$ cat src/rtl/mcu_bus_if_pkg.sv
// max51_bus_pkg: shared types and constants for the max51 MCU bus front-end.
// Holds the bus FSM state encoding, bus widths, default timing parameters
// and the idle levels that the synchroniser stages reset to.
package max51_bus_pkg;

  localparam int ADDR_W = 16;
  localparam int DATA_W = 8;
  localparam int CNT_W  = 4;

  localparam int WR_SAMPLE_DLY_DEF = 8;
  localparam int RD_LAT_DEF        = 1;

  // Levels the bus shows when the MCU is not running a cycle.
  localparam logic              ALE_INACTIVE  = 1'b0;
  localparam logic              STB_INACTIVE  = 1'b1;
  localparam logic [DATA_W-1:0] DATA_INACTIVE = 8'h00;

  typedef enum logic [1:0] {
    ST_IDLE    = 2'd0,
    ST_WR_WAIT = 2'd1,
    ST_WR_HOLD = 2'd2,
    ST_RD_ACT  = 2'd3
  } bus_state_e;

endpackage

$ cat src/rtl/mcu_bus_if_if.sv
// mcu_bus_if_if: bundles the 8051 pad signals and the internal register bus.
//   MCU side : mcu_ale, mcu_psen_n, mcu_wr_n, mcu_rd_n, mcu_p0_i, mcu_p2_i (to front-end)
//              mcu_p0_o, mcu_p0_oe (from front-end, P0 read drive)
//   Bus side : bus_addr, bus_wdata, bus_wr_stb, bus_rd_stb, bus_err (from front-end)
//              bus_rdata (to front-end, read return data)
// slave  = the front-end block; master = whatever drives the pads / answers reads.
interface mcu_bus_if_if;
  import max51_bus_pkg::*;

  logic              mcu_ale;
  logic              mcu_psen_n;
  logic              mcu_wr_n;
  logic              mcu_rd_n;
  logic [DATA_W-1:0] mcu_p0_i;
  logic [DATA_W-1:0] mcu_p2_i;
  logic [DATA_W-1:0] mcu_p0_o;
  logic              mcu_p0_oe;
  logic [ADDR_W-1:0] bus_addr;
  logic [DATA_W-1:0] bus_wdata;
  logic              bus_wr_stb;
  logic              bus_rd_stb;
  logic [DATA_W-1:0] bus_rdata;
  logic              bus_err;

  modport slave (
    input  mcu_ale, mcu_psen_n, mcu_wr_n, mcu_rd_n, mcu_p0_i, mcu_p2_i, bus_rdata,
    output mcu_p0_o, mcu_p0_oe, bus_addr, bus_wdata, bus_wr_stb, bus_rd_stb, bus_err
  );

  modport master (
    output mcu_ale, mcu_psen_n, mcu_wr_n, mcu_rd_n, mcu_p0_i, mcu_p2_i, bus_rdata,
    input  mcu_p0_o, mcu_p0_oe, bus_addr, bus_wdata, bus_wr_stb, bus_rd_stb, bus_err
  );

endinterface

$ cat src/rtl/mcu_bus_if_sync_edge.sv
// sync_edge: two-flop synchroniser plus one delay flop for edge detection.
//   clk_50  in  : system clock
//   reset   in  : synchronous, active-high; all stages load INIT
//   i_async in  : asynchronous pad level
//   o_level out : synchronised level (second stage)
//   o_rise  out : one-cycle pulse on synchronised 0->1
//   o_fall  out : one-cycle pulse on synchronised 1->0
module sync_edge #(
  parameter logic INIT = 1'b1
) (
  input  logic clk_50,
  input  logic reset,
  input  logic i_async,
  output logic o_level,
  output logic o_rise,
  output logic o_fall
);

  logic r_s1;
  logic r_s2;
  logic r_s3;

  // Synchroniser chain with a trailing delay stage for edge compare.
  always_ff @(posedge clk_50) begin
    if (reset) begin
      r_s1 <= INIT;
      r_s2 <= INIT;
      r_s3 <= INIT;
    end else begin
      r_s1 <= i_async;
      r_s2 <= r_s1;
      r_s3 <= r_s2;
    end
  end

  assign o_level = r_s2;
  assign o_rise  = r_s2 & ~r_s3;
  assign o_fall  = ~r_s2 & r_s3;

endmodule

$ cat src/rtl/mcu_bus_if.sv
// mcu_bus_if: max51 front-end for the asynchronous 8051 external bus.
//   clk_50 in : 50 MHz system clock
//   reset  in : synchronous, active-high
//   bus       : mcu_bus_if_if.slave (pads in/out, register-bus strobes, read data in)
// Latches the MOVX address on ALE fall, converts WR_n/RD_n cycles into single-cycle
// strobes, drives P0 during reads and pulses bus_err on aborted or conflicting cycles.
module mcu_bus_if
  import max51_bus_pkg::*;
#(
  parameter int WR_SAMPLE_DLY = WR_SAMPLE_DLY_DEF,
  parameter int RD_LAT        = RD_LAT_DEF
) (
  input  logic         clk_50,
  input  logic         reset,
  mcu_bus_if_if.slave  bus
);

  logic w_ale_lvl, w_ale_rise, w_ale_fall;
  logic w_psen_lvl, w_psen_rise, w_psen_fall;
  logic w_wr_lvl, w_wr_rise, w_wr_fall;
  logic w_rd_lvl, w_rd_rise, w_rd_fall;
  logic w_unused_edges;

  sync_edge #(.INIT(ALE_INACTIVE)) u_sync_ale (
    .clk_50(clk_50), .reset(reset), .i_async(bus.mcu_ale),
    .o_level(w_ale_lvl), .o_rise(w_ale_rise), .o_fall(w_ale_fall)
  );
  sync_edge #(.INIT(STB_INACTIVE)) u_sync_psen (
    .clk_50(clk_50), .reset(reset), .i_async(bus.mcu_psen_n),
    .o_level(w_psen_lvl), .o_rise(w_psen_rise), .o_fall(w_psen_fall)
  );
  sync_edge #(.INIT(STB_INACTIVE)) u_sync_wr (
    .clk_50(clk_50), .reset(reset), .i_async(bus.mcu_wr_n),
    .o_level(w_wr_lvl), .o_rise(w_wr_rise), .o_fall(w_wr_fall)
  );
  sync_edge #(.INIT(STB_INACTIVE)) u_sync_rd (
    .clk_50(clk_50), .reset(reset), .i_async(bus.mcu_rd_n),
    .o_level(w_rd_lvl), .o_rise(w_rd_rise), .o_fall(w_rd_fall)
  );

  assign w_unused_edges = w_ale_rise ^ w_psen_rise ^ w_psen_fall ^ w_rd_rise;

  // Data buses: same 2-flop depth as the strobes, plus a third stage that
  // lines up with the ALE delay flop so the address is the last ALE=1 sample.
  logic [DATA_W-1:0] r_p0_s1, r_p0_s2, r_p0_s3;
  logic [DATA_W-1:0] r_p2_s1, r_p2_s2, r_p2_s3;

  // P0/P2 synchroniser and alignment stages.
  always_ff @(posedge clk_50) begin
    if (reset) begin
      r_p0_s1 <= DATA_INACTIVE;
      r_p0_s2 <= DATA_INACTIVE;
      r_p0_s3 <= DATA_INACTIVE;
      r_p2_s1 <= DATA_INACTIVE;
      r_p2_s2 <= DATA_INACTIVE;
      r_p2_s3 <= DATA_INACTIVE;
    end else begin
      r_p0_s1 <= bus.mcu_p0_i;
      r_p0_s2 <= r_p0_s1;
      r_p0_s3 <= r_p0_s2;
      r_p2_s1 <= bus.mcu_p2_i;
      r_p2_s2 <= r_p2_s1;
      r_p2_s3 <= r_p2_s2;
    end
  end

  logic [ADDR_W-1:0] r_addr;

  // Address latch, updated only on synced ALE fall.
  always_ff @(posedge clk_50) begin
    if (reset) begin
      r_addr <= 16'h0000;
    end else if (w_ale_fall) begin
      r_addr <= {r_p2_s3, r_p0_s3};
    end else begin
      r_addr <= r_addr;
    end
  end

  // WR/RD falls only count outside the address phase and outside code fetches.
  logic w_bus_ok;
  logic w_wr_start;
  logic w_rd_start;
  assign w_bus_ok   = ~w_ale_lvl & w_psen_lvl;
  assign w_wr_start = w_wr_fall & w_bus_ok;
  assign w_rd_start = w_rd_fall & w_bus_ok;

  bus_state_e        r_state, w_state_nxt;
  logic [CNT_W-1:0]  r_cnt, w_cnt_nxt;
  logic              r_wr_stb, w_wr_stb_nxt;
  logic [DATA_W-1:0] r_wdata, w_wdata_nxt;
  logic              r_rd_pend, w_rd_pend_nxt;
  logic              r_rd_stb;
  logic              r_err, w_err_nxt;
  logic              r_p0_oe, w_p0_oe_nxt;
  logic [DATA_W-1:0] r_p0_o, w_p0_o_nxt;

  // Read-strobe delay line; the tap at RD_LAT marks the cycle bus_rdata is valid.
  logic [RD_LAT-1:0] r_rd_pipe;
  logic [RD_LAT:0]   w_rd_line;
  logic              w_rd_load;
  assign w_rd_line = {r_rd_pipe, r_rd_stb};
  assign w_rd_load = w_rd_line[RD_LAT];

  // FSM state and all registered outputs.
  always_ff @(posedge clk_50) begin
    if (reset) begin
      r_state   <= ST_IDLE;
      r_cnt     <= 4'd0;
      r_wr_stb  <= 1'b0;
      r_wdata   <= 8'h00;
      r_rd_pend <= 1'b0;
      r_rd_stb  <= 1'b0;
      r_rd_pipe <= '0;
      r_err     <= 1'b0;
      r_p0_oe   <= 1'b0;
      r_p0_o    <= 8'h00;
    end else begin
      r_state   <= w_state_nxt;
      r_cnt     <= w_cnt_nxt;
      r_wr_stb  <= w_wr_stb_nxt;
      r_wdata   <= w_wdata_nxt;
      r_rd_pend <= w_rd_pend_nxt;
      r_rd_stb  <= r_rd_pend;
      r_rd_pipe <= w_rd_line[RD_LAT-1:0];
      r_err     <= w_err_nxt;
      r_p0_oe   <= w_p0_oe_nxt;
      r_p0_o    <= w_p0_o_nxt;
    end
  end

  // Next-state and next-output decode.
  always_comb begin
    w_state_nxt   = r_state;
    w_cnt_nxt     = r_cnt;
    w_wr_stb_nxt  = 1'b0;
    w_wdata_nxt   = r_wdata;
    w_rd_pend_nxt = 1'b0;
    w_err_nxt     = 1'b0;
    w_p0_oe_nxt   = r_p0_oe;
    w_p0_o_nxt    = r_p0_o;
    case (r_state)
      ST_IDLE: begin
        w_p0_oe_nxt = 1'b0;
        if (w_wr_start && w_rd_start) begin
          w_err_nxt = 1'b1;
        end else if (w_wr_start) begin
          w_state_nxt = ST_WR_WAIT;
          w_cnt_nxt   = 4'd0;
        end else if (w_rd_start) begin
          w_state_nxt   = ST_RD_ACT;
          w_rd_pend_nxt = 1'b1;
        end else begin
          w_state_nxt = ST_IDLE;
        end
      end
      ST_WR_WAIT: begin
        // An early WR_n release means the data window never opened.
        if (w_wr_rise) begin
          w_err_nxt   = 1'b1;
          w_state_nxt = ST_IDLE;
        end else if (r_cnt == CNT_W'(WR_SAMPLE_DLY - 1)) begin
          w_err_nxt    = w_rd_start;
          w_wr_stb_nxt = 1'b1;
          w_wdata_nxt  = r_p0_s2;
          w_state_nxt  = ST_WR_HOLD;
        end else begin
          w_err_nxt = w_rd_start;
          w_cnt_nxt = r_cnt + 4'd1;
        end
      end
      ST_WR_HOLD: begin
        w_err_nxt = w_rd_start;
        if (w_wr_lvl) begin
          w_state_nxt = ST_IDLE;
        end else begin
          w_state_nxt = ST_WR_HOLD;
        end
      end
      ST_RD_ACT: begin
        w_err_nxt = w_wr_start;
        if (w_rd_lvl) begin
          w_state_nxt = ST_IDLE;
          w_p0_oe_nxt = 1'b0;
        end else if (w_rd_load) begin
          w_p0_o_nxt  = bus.bus_rdata;
          w_p0_oe_nxt = 1'b1;
        end else begin
          w_state_nxt = ST_RD_ACT;
        end
      end
      default: begin
        w_state_nxt = ST_IDLE;
        w_p0_oe_nxt = 1'b0;
      end
    endcase
  end

  assign bus.bus_addr   = r_addr;
  assign bus.bus_wdata  = r_wdata;
  assign bus.bus_wr_stb = r_wr_stb;
  assign bus.bus_rd_stb = r_rd_stb;
  assign bus.bus_err    = r_err;
  assign bus.mcu_p0_o   = r_p0_o;
  assign bus.mcu_p0_oe  = r_p0_oe;

endmodule

$ cat src/flat_wrapper.sv
// flat-port wrapper written by rule: the top's interface ports become plain ports
module mcu_bus_if_flat import max51_bus_pkg::*;
#(
  parameter int WR_SAMPLE_DLY = WR_SAMPLE_DLY_DEF,
  parameter int RD_LAT        = RD_LAT_DEF
)
  (clk_50, reset, bus_mcu_ale, bus_mcu_psen_n, bus_mcu_wr_n, bus_mcu_rd_n, bus_mcu_p0_i, bus_mcu_p2_i, bus_bus_rdata, bus_mcu_p0_o, bus_mcu_p0_oe, bus_bus_addr, bus_bus_wdata, bus_bus_wr_stb, bus_bus_rd_stb, bus_bus_err);
  mcu_bus_if_if bus_i ();
  input  logic clk_50;
  input  logic reset;
  input wire logic [$bits(bus_i.mcu_ale)-1:0] bus_mcu_ale;
  input wire logic [$bits(bus_i.mcu_psen_n)-1:0] bus_mcu_psen_n;
  input wire logic [$bits(bus_i.mcu_wr_n)-1:0] bus_mcu_wr_n;
  input wire logic [$bits(bus_i.mcu_rd_n)-1:0] bus_mcu_rd_n;
  input wire logic [$bits(bus_i.mcu_p0_i)-1:0] bus_mcu_p0_i;
  input wire logic [$bits(bus_i.mcu_p2_i)-1:0] bus_mcu_p2_i;
  input wire logic [$bits(bus_i.bus_rdata)-1:0] bus_bus_rdata;
  output wire logic [$bits(bus_i.mcu_p0_o)-1:0] bus_mcu_p0_o;
  output wire logic [$bits(bus_i.mcu_p0_oe)-1:0] bus_mcu_p0_oe;
  output wire logic [$bits(bus_i.bus_addr)-1:0] bus_bus_addr;
  output wire logic [$bits(bus_i.bus_wdata)-1:0] bus_bus_wdata;
  output wire logic [$bits(bus_i.bus_wr_stb)-1:0] bus_bus_wr_stb;
  output wire logic [$bits(bus_i.bus_rd_stb)-1:0] bus_bus_rd_stb;
  output wire logic [$bits(bus_i.bus_err)-1:0] bus_bus_err;
  assign bus_i.mcu_ale = bus_mcu_ale;
  assign bus_i.mcu_psen_n = bus_mcu_psen_n;
  assign bus_i.mcu_wr_n = bus_mcu_wr_n;
  assign bus_i.mcu_rd_n = bus_mcu_rd_n;
  assign bus_i.mcu_p0_i = bus_mcu_p0_i;
  assign bus_i.mcu_p2_i = bus_mcu_p2_i;
  assign bus_i.bus_rdata = bus_bus_rdata;
  assign bus_mcu_p0_o = bus_i.mcu_p0_o;
  assign bus_mcu_p0_oe = bus_i.mcu_p0_oe;
  assign bus_bus_addr = bus_i.bus_addr;
  assign bus_bus_wdata = bus_i.bus_wdata;
  assign bus_bus_wr_stb = bus_i.bus_wr_stb;
  assign bus_bus_rd_stb = bus_i.bus_rd_stb;
  assign bus_bus_err = bus_i.bus_err;
  mcu_bus_if #(.WR_SAMPLE_DLY(WR_SAMPLE_DLY), .RD_LAT(RD_LAT)) u_core (.clk_50(clk_50), .reset(reset), .bus(bus_i));
endmodule
$ cat config.mk
export PLATFORM = sky130hd
export DESIGN_NAME = mcu_bus_if_flat
export DESIGN_NICKNAME = d
export VERILOG_FILES = /design/src/rtl/mcu_bus_if_pkg.sv /design/src/rtl/mcu_bus_if_if.sv /design/src/rtl/mcu_bus_if_sync_edge.sv /design/src/rtl/mcu_bus_if.sv /design/src/flat_wrapper.sv
export SDC_FILE = /design/constraint.sdc
export NUM_CORES = 1
export LEC_CHECK = 0
export CORE_UTILIZATION = 50
export DETAILED_ROUTE_END_ITERATION = 6
export PLACE_DENSITY = 0.77
export RECOVER_POWER = 50
export SETUP_SLACK_MARGIN = 0.4
export SYNTH_ARGS = -nofsm -noshare
export SYNTH_HDL_FRONTEND = slang
export SYNTH_SLANG_ARGS = --single-unit
$ cat constraint.sdc
create_clock -name clk_50 -period 2 [get_ports clk_50]
set_input_delay 0.4 -clock clk_50 [delete_from_list [all_inputs] [get_ports clk_50]]
set_output_delay 0.4 -clock clk_50 [all_outputs]
set_load 0.1 [all_outputs]
==> results.cfg <==
[logic_synthesis]
synth_ff_type = dfxtp_1
synth_edf_count = 0
synthTopCellsByArea = dfxtp_1, nor2b_1, nand2_1
synth.distinct_cells = 36
syn_nets = 379
yosys.area.top_type_share_pct = 59.9
ys_async_sr_fraction_pct = 0
synth_top_area_cell = dfxtp_1
avgSynthCellArea_um2 = 10.0
synth_cells = 343
ys_seq_elements = 103
synthTopCellsByCount = dfxtp_1, nor2b_1, nand2_1, a21oi_1, clkbuf_1
ys_seq_area_share_pct = 59.9
netlist_area_um2 = 3440
synth_most_common_cell = dfxtp_1
yosys_warnings = 0

[final_layout]
multi_input_area_um2 = 1370
fin_area_um2 = 4380
n_antenna_cell = 0
num-nets-final = 445
layout-drive-gt1-share_pct = 22.2
syn_to_final_growth_pct = 27.3
seq_area_um2 = 2070
fillers = 508

[detailed_routing]
drc = 0
avgViaCountPerCell = 4.94
firstDrtPassIters = 4
drt-initial-drc-count = 36
ant_nets = 0
totalWireLength_um = 6000
vias = 2427
routedWlPerCell_um = 12.2

[placement]
hpwl_um = 3850
dp_slack_ps = 329
placed_area_um2 = 4060
port_buffers = 65
gp_congestion = 0.818

[status]
status = finished, final reports clean

[cts]
ctsHoldBuffers = 0
ctsHtreeMaxLevel = 3
clock-sinks = 103
cts_tree = built
insertion_delay_ps = 350
clk_pin_slew_ps = 100
numCtsBuffers = 9
cts-root-buf = clkbuf_8
cts_buffer_depth = 2

[floorplanning]
die_area_um2 = 7220
initial_utilization_pct = 53.0
die_h_um = 85.0
ioPinCount = 66
die_w_um = 85.0
rows = 29
core_area_um2 = 6490

[global_routing]
track_usage_pct = 17.0
gr-total-overflow = 0
antenna_found_initial = 0
grt_pass1_wl_um = 9520
grt_pass1_vias = 2149
grt_start_max_net_pins = 70

[worst_setup_path]
crit_required_ps = 2290
crit_type = flop to flop
crit_arrival_ps = 1930
cp-end-kind = flop
start_kind = flop
cp_max_fo = 6

[flow_run]
drv_cap = 0

[sta]
slew-limit-headroom_pct = 27.0
skew_ps = 7.67
layout_worst_path_cycle_share_pct = 81.7
finalSetupViolations = 0
rsz0062_at_grt = true
max_freq_mhz = 612
worstMarginPinSlew_ps = 1100
period_minus_slack_ps = 1630
final_hold_viol_count = 0
slew_violations = 0
fin_ws_ps = 367
setup-tns-final_ps = 0

[worst_hold_path]
hp-class = flop to flop

[power]
p_per_area_nw_per_um2 = 832
ir_worst_vdd_mv = 0.700
p_leak_nw = 1.75
-- cell usage in the layout (no fill, tap or decap), types with 8 or more instances in the layout --
cell type        count
dfxtp_1             99
nor2_1              10
clkdlybuf4s50_1     25
mux2i_1              8
nor2b_1             58
or2_2                8
buf_4               46
nand2_1             45
nand3_1             13
clkbuf_8             9
a21oi_1             28
-- metal layers --
layer / vias to the layer above / global-route usage (%) / wire, µm
li1: 1261 / - / -
met1: 1108 / 20.5 / 2690
met2: 54 / 27.7 / 3000
met3: 4 / 5.35 / 242
met4: 0 / 7.86 / 61
met5: - / 0 / 0
-- what timing repair did --
action / in CTS / in global routing
resized for setup: 3 / 26
gates cloned: 0 / 0
buffers inserted: 0 / 7
pin swaps: 0 / 7
setup endpoints to repair: 2 / 11
-- through the flow --
step	util, %	instances	power [mW]	hold slack (ps)
finish	67.5	491	3.65	416
detailed placement	62.4	468	2.44	393
floorplan	-	343	2.35	389
CTS	65.5	484	3.65	417
global placement	62.4	468	2.43	397
global route	67.5	491	3.82	430
-- layout make-up --
type / count / share of cell area [%]
sequential: 103 / 47.3
timing repair buffer: 75 / 14.4
inverter: 4 / 0.457
clock buffer: 9 / 2.83
clock inverter: 7 / 1.51
tap: 77 / 2.20
multi-input combinational: 216 / 31.3
-- flip-flops by register name, summed over array words and instances, names as in the netlist, 2 cells and up --
register              cells
u_core.bus.bus_addr      16
u_core.r_p2_s2            8
u_core.r_state            2
u_core.bus.bus_wdata      8
u_core.r_p0_s2            8
u_core.r_cnt              4
u_core.r_p0_s1            8
u_core.r_p2_s1            8
u_core.bus.mcu_p0_o       8
u_core.r_p2_s3            8
u_core.r_p0_s3            8
-- report_power, final --
part,total [mW],switching [mW],leakage [nW],internal (mW)
sequential,2.13,0.0249,0.843,2.10
clock,1.21,0.729,0.0896,0.478
combinational,0.312,0.148,0.817,0.164
-- critical path: stages (launching register included) --
cell and delay (ps):
dfxtp_1 370, and4bb_1 440, a21boi_2 110, or4b_4 520, a21oi_2 130
-- worst paths after layout --
kind / startpoint / endpoint / slack, ps / depth (start not counted)
worst min register to register: u_core.u_sync_rd.r_s1$_SDFF_PP1_ / u_core.u_sync_rd.o_level$_SDFF_PP1_ / 420 / 1
worst max register to register: u_core.u_sync_wr.o_level$_SDFF_PP1_ / u_core.r_cnt[0]$_SDFFE_PP0P_ / 370 / 4
worst max-delay path: u_core.u_sync_wr.o_level$_SDFF_PP1_ / u_core.r_cnt[0]$_SDFFE_PP0P_ / 370 / 4
worst min-delay path: u_core.u_sync_rd.r_s1$_SDFF_PP1_ / u_core.u_sync_rd.o_level$_SDFF_PP1_ / 420 / 1
-- logic make-up (layout without fill, tap and decap cells) --
| group | Yosys count | count (layout) | share of synthesized area [%] |
|---|---|---|---|
| AOI/OAI and AO/OA | 47 | 47 | 8.21 |
| adders and majority gates | 6 | 6 | 2.18 |
| muxes | 9 | 9 | 2.65 |
| buffers and inverters | 24 | 95 | 2.69 |
| and+or+nand+nor | 154 | 154 | 24.4 |
| DFF | 103 | 103 | 59.9 |
No activity file was read; power rests on OpenSTA's default activity.
